`src/rtl/mux4_rr_sched.sv`:
```
// Round-robin scheduler driving the select of a shared 4:1 mux.
// A grant is held for up to MAX_BEATS beats or until its owner stops requesting.
module mux4_rr_sched #(
  parameter int MAX_BEATS = 4,
  parameter int CNT_W     = $clog2(MAX_BEATS + 1)
) (
  input  logic             clk_i,
  input  logic             rst_ni,
  input  logic [3:0]       req_i,
  input  logic             ready_i,
  output logic [3:0]       gnt_o,
  output logic [1:0]       sel_o,
  output logic             valid_o,
  output logic             busy_o,
  output logic [CNT_W-1:0] beat_cnt_o
);

  typedef enum logic {
    IDLE,
    GRANT
  } state_t;

  localparam logic [CNT_W-1:0] LAST = CNT_W'(MAX_BEATS - 1);

  state_t           r_state;
  logic [3:0]       r_gnt;
  logic [1:0]       r_sel;
  logic [1:0]       r_ptr;
  logic [CNT_W-1:0] r_cnt;

  logic       w_busy;
  logic       w_valid;
  logic       w_beat;
  logic       w_rel;
  logic       w_arb;
  logic       w_found;
  logic [1:0] w_win;

  assign w_busy  = (r_state == GRANT);
  assign w_valid = w_busy & req_i[r_sel];
  assign w_beat  = w_valid & ready_i;
  assign w_rel   = w_busy &
                   (~req_i[r_sel] | (w_beat & (r_cnt == LAST)));
  assign w_arb   = ~w_busy | w_rel;

  // Scan from the pointer upward; first requester found wins.
  always_comb begin
    w_found = 1'b0;
    w_win   = r_ptr;
    for (int i = 0; i < 4; i++) begin
      if (!w_found && req_i[r_ptr + 2'(i)]) begin
        w_found = 1'b1;
        w_win   = r_ptr + 2'(i);
      end
    end
  end

  always_ff @(posedge clk_i or negedge rst_ni) begin
    if (!rst_ni) begin
      r_state <= IDLE;
      r_gnt   <= '0;
      r_sel   <= '0;
      r_ptr   <= '0;
      r_cnt   <= '0;
    end else if (w_arb) begin
      r_cnt <= '0;
      if (w_found) begin
        r_state <= GRANT;
        r_gnt   <= 4'b0001 << w_win;
        r_sel   <= w_win;
        r_ptr   <= w_win + 2'd1;
      end else begin
        r_state <= IDLE;
        r_gnt   <= '0;
      end
    end else if (w_beat) begin
      r_cnt <= r_cnt + 1'b1;
    end
  end

  assign gnt_o      = r_gnt;
  assign sel_o      = r_sel;
  assign valid_o    = w_valid;
  assign busy_o     = w_busy;
  assign beat_cnt_o = r_cnt;

endmodule

```
`config.mk`:
```
export PLATFORM = sky130hd
export DESIGN_NAME = mux4_rr_sched
export DESIGN_NICKNAME = d
export VERILOG_FILES = /design/src/rtl/mux4_rr_sched.sv
export SDC_FILE = /design/constraint.sdc
export NUM_CORES = 1
export LEC_CHECK = 0
export ABC_AREA = 1
export CAP_MARGIN = 10
export CORE_MARGIN = 4
export CORE_UTILIZATION = 51
export DETAILED_ROUTE_END_ITERATION = 10
export PLACE_DENSITY = 0.82
export SKIP_LAST_GASP = 1
export SLEW_MARGIN = 40
export SYNTH_ARGS = -nofsm -noshare
export SYNTH_HDL_FRONTEND = slang
export SYNTH_SLANG_ARGS = --single-unit
```
`constraint.sdc`:
```
create_clock -name clk_i -period 2.06 [get_ports clk_i]
set_input_delay 0.618 -clock clk_i [delete_from_list [all_inputs] [get_ports clk_i]]
set_output_delay 0.618 -clock clk_i [all_outputs]
set_load 0.01 [all_outputs]
```
==> flow_summary_export.csv, run 1 <==
group,metric,value,unit
logic_synthesis,async_reset_ff_share,100,%
setup_path,critPathCaptureType,"flop",
timing,clock-skew-final,0.00646,ns
pwr,internal-power,1.33,mW
timing,setup_tns_after_final_layout,0,ns
grt,grt_remaining_overflow,0,
setup_path,timing.reg2reg.worst_path_depth,14,
setup_path,worstPathArrival,2.16,ns
grt,grtUsageMet1,22.9,%
logic_synthesis,mappedNetlistArea,960,um^2
drt,routed_wirelength,2390,um
floorplanning,fp.dieH,51.4,um
cts,sinks_on_the_clock_net,12,
grt,gr-usage-all-layers,19.5,%
cts,clock_root_buffer,"clkbuf_4",
floorplanning,floorplan.die_area,0.00264,mm^2
grt,grt_start_max_net_pins,13,
drt,route.vias.total,942,
logic_synthesis,postSynthRegisterBits,12,
setup_path,cp-start-kind,"primary input",
logic_synthesis,library_cell_occupying_the_most_area_in_the_post_synthesis_netlist,"dfrtp_1",
logic_synthesis,yosys_warnings,0,
status,status,"finished clean",
timing,final_slew_violations,0,
timing,max-slew-margin-rel,65.7,%
placed_design,place.port_buffers,17,
worst_hold_path,timing.hold.worst.class,"flop to flop",
cts,tritoncts_clock_tree,"done",
grt,top_usage_layer,"met2",
drt,route.detailed.drc,0,
pwr,p_per_area,1940,mW/mm^2
pwr,sw_frac_of_total,50.4,%
cells_and_area,layout_fillers,130,
placed_design,gp_routability_congestion,0.808,
logic_synthesis,post-synth-top-count-cell,"nand2_1",
setup_path,regToRegStartpoint,"r_ptr[1]",
drt,routed_antenna_nets,0,
logic_synthesis,synth.distinct_cells,19,
cells_and_area,nets,183,
drt,first_iter_violations,22,
floorplanning,core_area,0.00176,mm^2
cts,path_clk_slew,0.07,ns
drt,drt_pre_antenna_iters,4,
logic_synthesis,synth_commonest_cells,"nand2_1 (54), dfrtp_1 (12), inv_1 (11), nand3_1 (11), nand2_2 (10)",
logic_synthesis,postSynth.topFlopCell,"dfrtp_1",
run,max_cap_viol_count,0,
logic_synthesis,post_synth_inst_count,132,
cells_and_area,register_area,303,um^2
floorplanning,horizontal_die_dimension,51.4,um
cells_and_area,multi_input_comb_area,672,um^2
cells_and_area,insertedDiodeCount,0,
logic_synthesis,post_synth_main_area_contributors,"dfrtp_1 (31%), nand2_1 (21%), ha_1 (7.8%), nand2_2 (6.5%), nand2_4 (5.9%)",
cells_and_area,synthToLayoutAreaGrowth,43.8,%
grt,grtUsageMet2,36.4,%
pwr,irDropWorstVdd,0.00142,V
pwr,power.share.combinational,77.9,%
grt,grt_pass1_wl,3910,um
placed_design,numPlacedInstances,188,
timing,achievable-frequency,506,MHz
worst_hold_path,min_delay_path_depth,2,
cts,clock_insertion_delay_worst_skew,0.27,ns
pwr,pwr-share-seq,17.0,%
worst_hold_path,hold_path_end,"gnt_o[2]",
drt,vias_per_cell,4.88,
setup_path,critical_path.reg2reg.endpoint,"gnt_o[1]",
grt,gr-usage-met3,2.62,%
pwr,share_clk_of_total_power,5.1,%
cts,clock_tree.buffer_depth,2,
setup_path,worst_case_register_to_register_setup_slack,0.11,ns
logic_synthesis,synthesis.nets,145,
drt,avg_wl_per_cell,12.4,um
setup_path,path_max_fanout,3,
pwr,p_switching,1.35,mW
cts,cts_max_level,1,
grt,grt_pass1_vias,936,
placed_design,dpl.hpwl,1830,um
timing,timing_worst_slew_pin_value,0.513,ns
floorplanning,ios,18,
timing,layout_worst_path_cycle_share,95.9,%
grt,antenna_found_initial,0,
cells_and_area,drive_above_1_share,44.0,%
logic_synthesis,yosysSeqAreaShare,31.3,%
logic_synthesis,syn-mean-instance-area,7.27,um^2
logic_synthesis,synth_top_cell_area_share,31.3,%
setup_path,worstSetupPathType,"primary input to flop",
timing,hold_violations,0,
cells_and_area,final_cells,193,
floorplanning,initial_utilization,54.4,%
worst_hold_path,worst_hold_startpoint,"gnt_o[2]",
timing,finalWorstPathRequiredPeriod,1.98,ns
floorplanning,placement_rows,15,
cts,cts_hold_buf,0,
timing,setup-violations-final,0,
logic_synthesis,synth_enable_flop_cells,0,
pwr,leakagePower,0.700,nW
cts,numCtsBuffers,3,
setup_path,wp_data_required,2.25,ns
metal layers:
layer | share of wire, % | vias up
met5 | 0 | -
met4 | 1.3 | 0
met3 | 1.6 | 4
met2 | 54 | 13
met1 | 43 | 438
li1 | - | 487
power by group through the flow:
stage	logic, mW	clock network (mW)	registers (mW)
global route	2.29	0.149	0.468
global placement	1.73	0	0.435
floorplan	1.14	0	0.450
CTS	1.94	0.139	0.442
finish	2.08	0.137	0.454
detailed placement	1.83	0	0.442
what timing repair did:
action                                  CTS  global route
gates resized for setup                  20            22
gates cloned                              0             0
buffers inserted                          2             0
endpoints found under the setup margin    9             6
pin swaps                                12            10
metrics by stage:
| step | hold WS [ns] | total power, mW | cell area [um^2] | setup WS (ns) | util, % |
|---|---|---|---|---|---|
| 3_5_place_dp | 0.475 | 2.27 | 1260 | -0.620 | 71.6 |
| 3_3_place_gp | 0.465 | 2.17 | 1260 | -0.598 | 71.6 |
| 2_1_floorplan | 0.322 | 1.59 | 960 | 0.158 | - |
| 5_1_grt | 0.522 | 2.90 | 1380 | -0.0359 | 78.2 |
| 4_1_cts | 0.491 | 2.53 | 1340 | 0.0309 | 75.7 |
| 6_report | 0.498 | 2.67 | 1380 | 0.0849 | 78.2 |
logic make-up (layout without fill, tap and decap cells):
logic type / Yosys count / count (layout) / share of synthesized area (%)
compound gates: 10 / 10 / 7.95
fa+ha+maj: 6 / 6 / 7.82
buf+inv: 17 / 53 / 7.43
flops: 12 / 12 / 31.3
simple gates: 87 / 87 / 45.5
cell usage in the layout (no fill, tap or decap), drive strengths merged:
| cell type | count |
|---|---|
| a21boi | 1 |
| buf | 18 |
| clkbuf | 5 |
| clkdlybuf4s15 | 1 |
| clkdlybuf4s50 | 12 |
| dfrtp | 12 |
| dlygate4sd2 | 1 |
| ha | 6 |
| inv | 16 |
| nand2 | 69 |
| nand3 | 12 |
| nor2 | 6 |
| o211ai | 2 |
| o21ai | 7 |
flip-flops by register name, indices dropped and copies added, names as in the netlist:
name        flops
beat_cnt_o      3
busy_o          1
gnt_o           4
r_ptr           2
sel_o           2
critical path, cell delays in order:
cell,delay (ns)
dlygate4sd2_1,0.25
buf_6,0.12
nand2_2,0.07
nand2_1,0.05
nand2_1,0.06
nand2_2,0.10
inv_2,0.09
nand3_4,0.08
nor2_4,0.14
nand2_2,0.07
nand2_2,0.07
inv_2,0.05
ha_4,0.25
nand2_1,0.04
o21ai_1,0.09
final cells by class:
class | instances | share of cell area [%]
flip-flops and latches | 12 | 21.9
repair buffers | 34 | 20.9
multi-input cells | 103 | 48.7
clock buffers | 3 | 1.63
well taps | 25 | 2.27
inverters | 16 | 4.53
how the worst max path moves through the flow:
| stage | startpoint | end | slack (ns) | cells past startpoint |
|---|---|---|---|---|
| 3_5_place_dp | req_i[3] | valid_o | -0.62 | 6 |
| 5_1_grt | req_i[2] | r_ptr[1] | -0.04 | 15 |
| 2_1_floorplan | req_i[1] | r_ptr[1] | 0.16 | 13 |
| 6_report | req_i[2] | r_ptr[1] | 0.08 | 15 |
| 3_3_place_gp | req_i[0] | valid_o | -0.60 | 6 |
| 4_1_cts | req_i[0] | r_ptr[1] | 0.03 | 15 |
(Power assumes the default switching activity.)
==> run 2: changes to the inputs <==
--- a/config.mk
+++ b/config.mk
@@ -9,6 +9,7 @@
 export CAP_MARGIN = 10
 export CORE_MARGIN = 4
 export CORE_UTILIZATION = 51
+export CTS_CLUSTER_SIZE = 14
 export DETAILED_ROUTE_END_ITERATION = 10
 export PLACE_DENSITY = 0.82
 export SKIP_LAST_GASP = 1
==> results of run 2 <==
No change in the layout: final DEF, timing and power equal those of run 1.
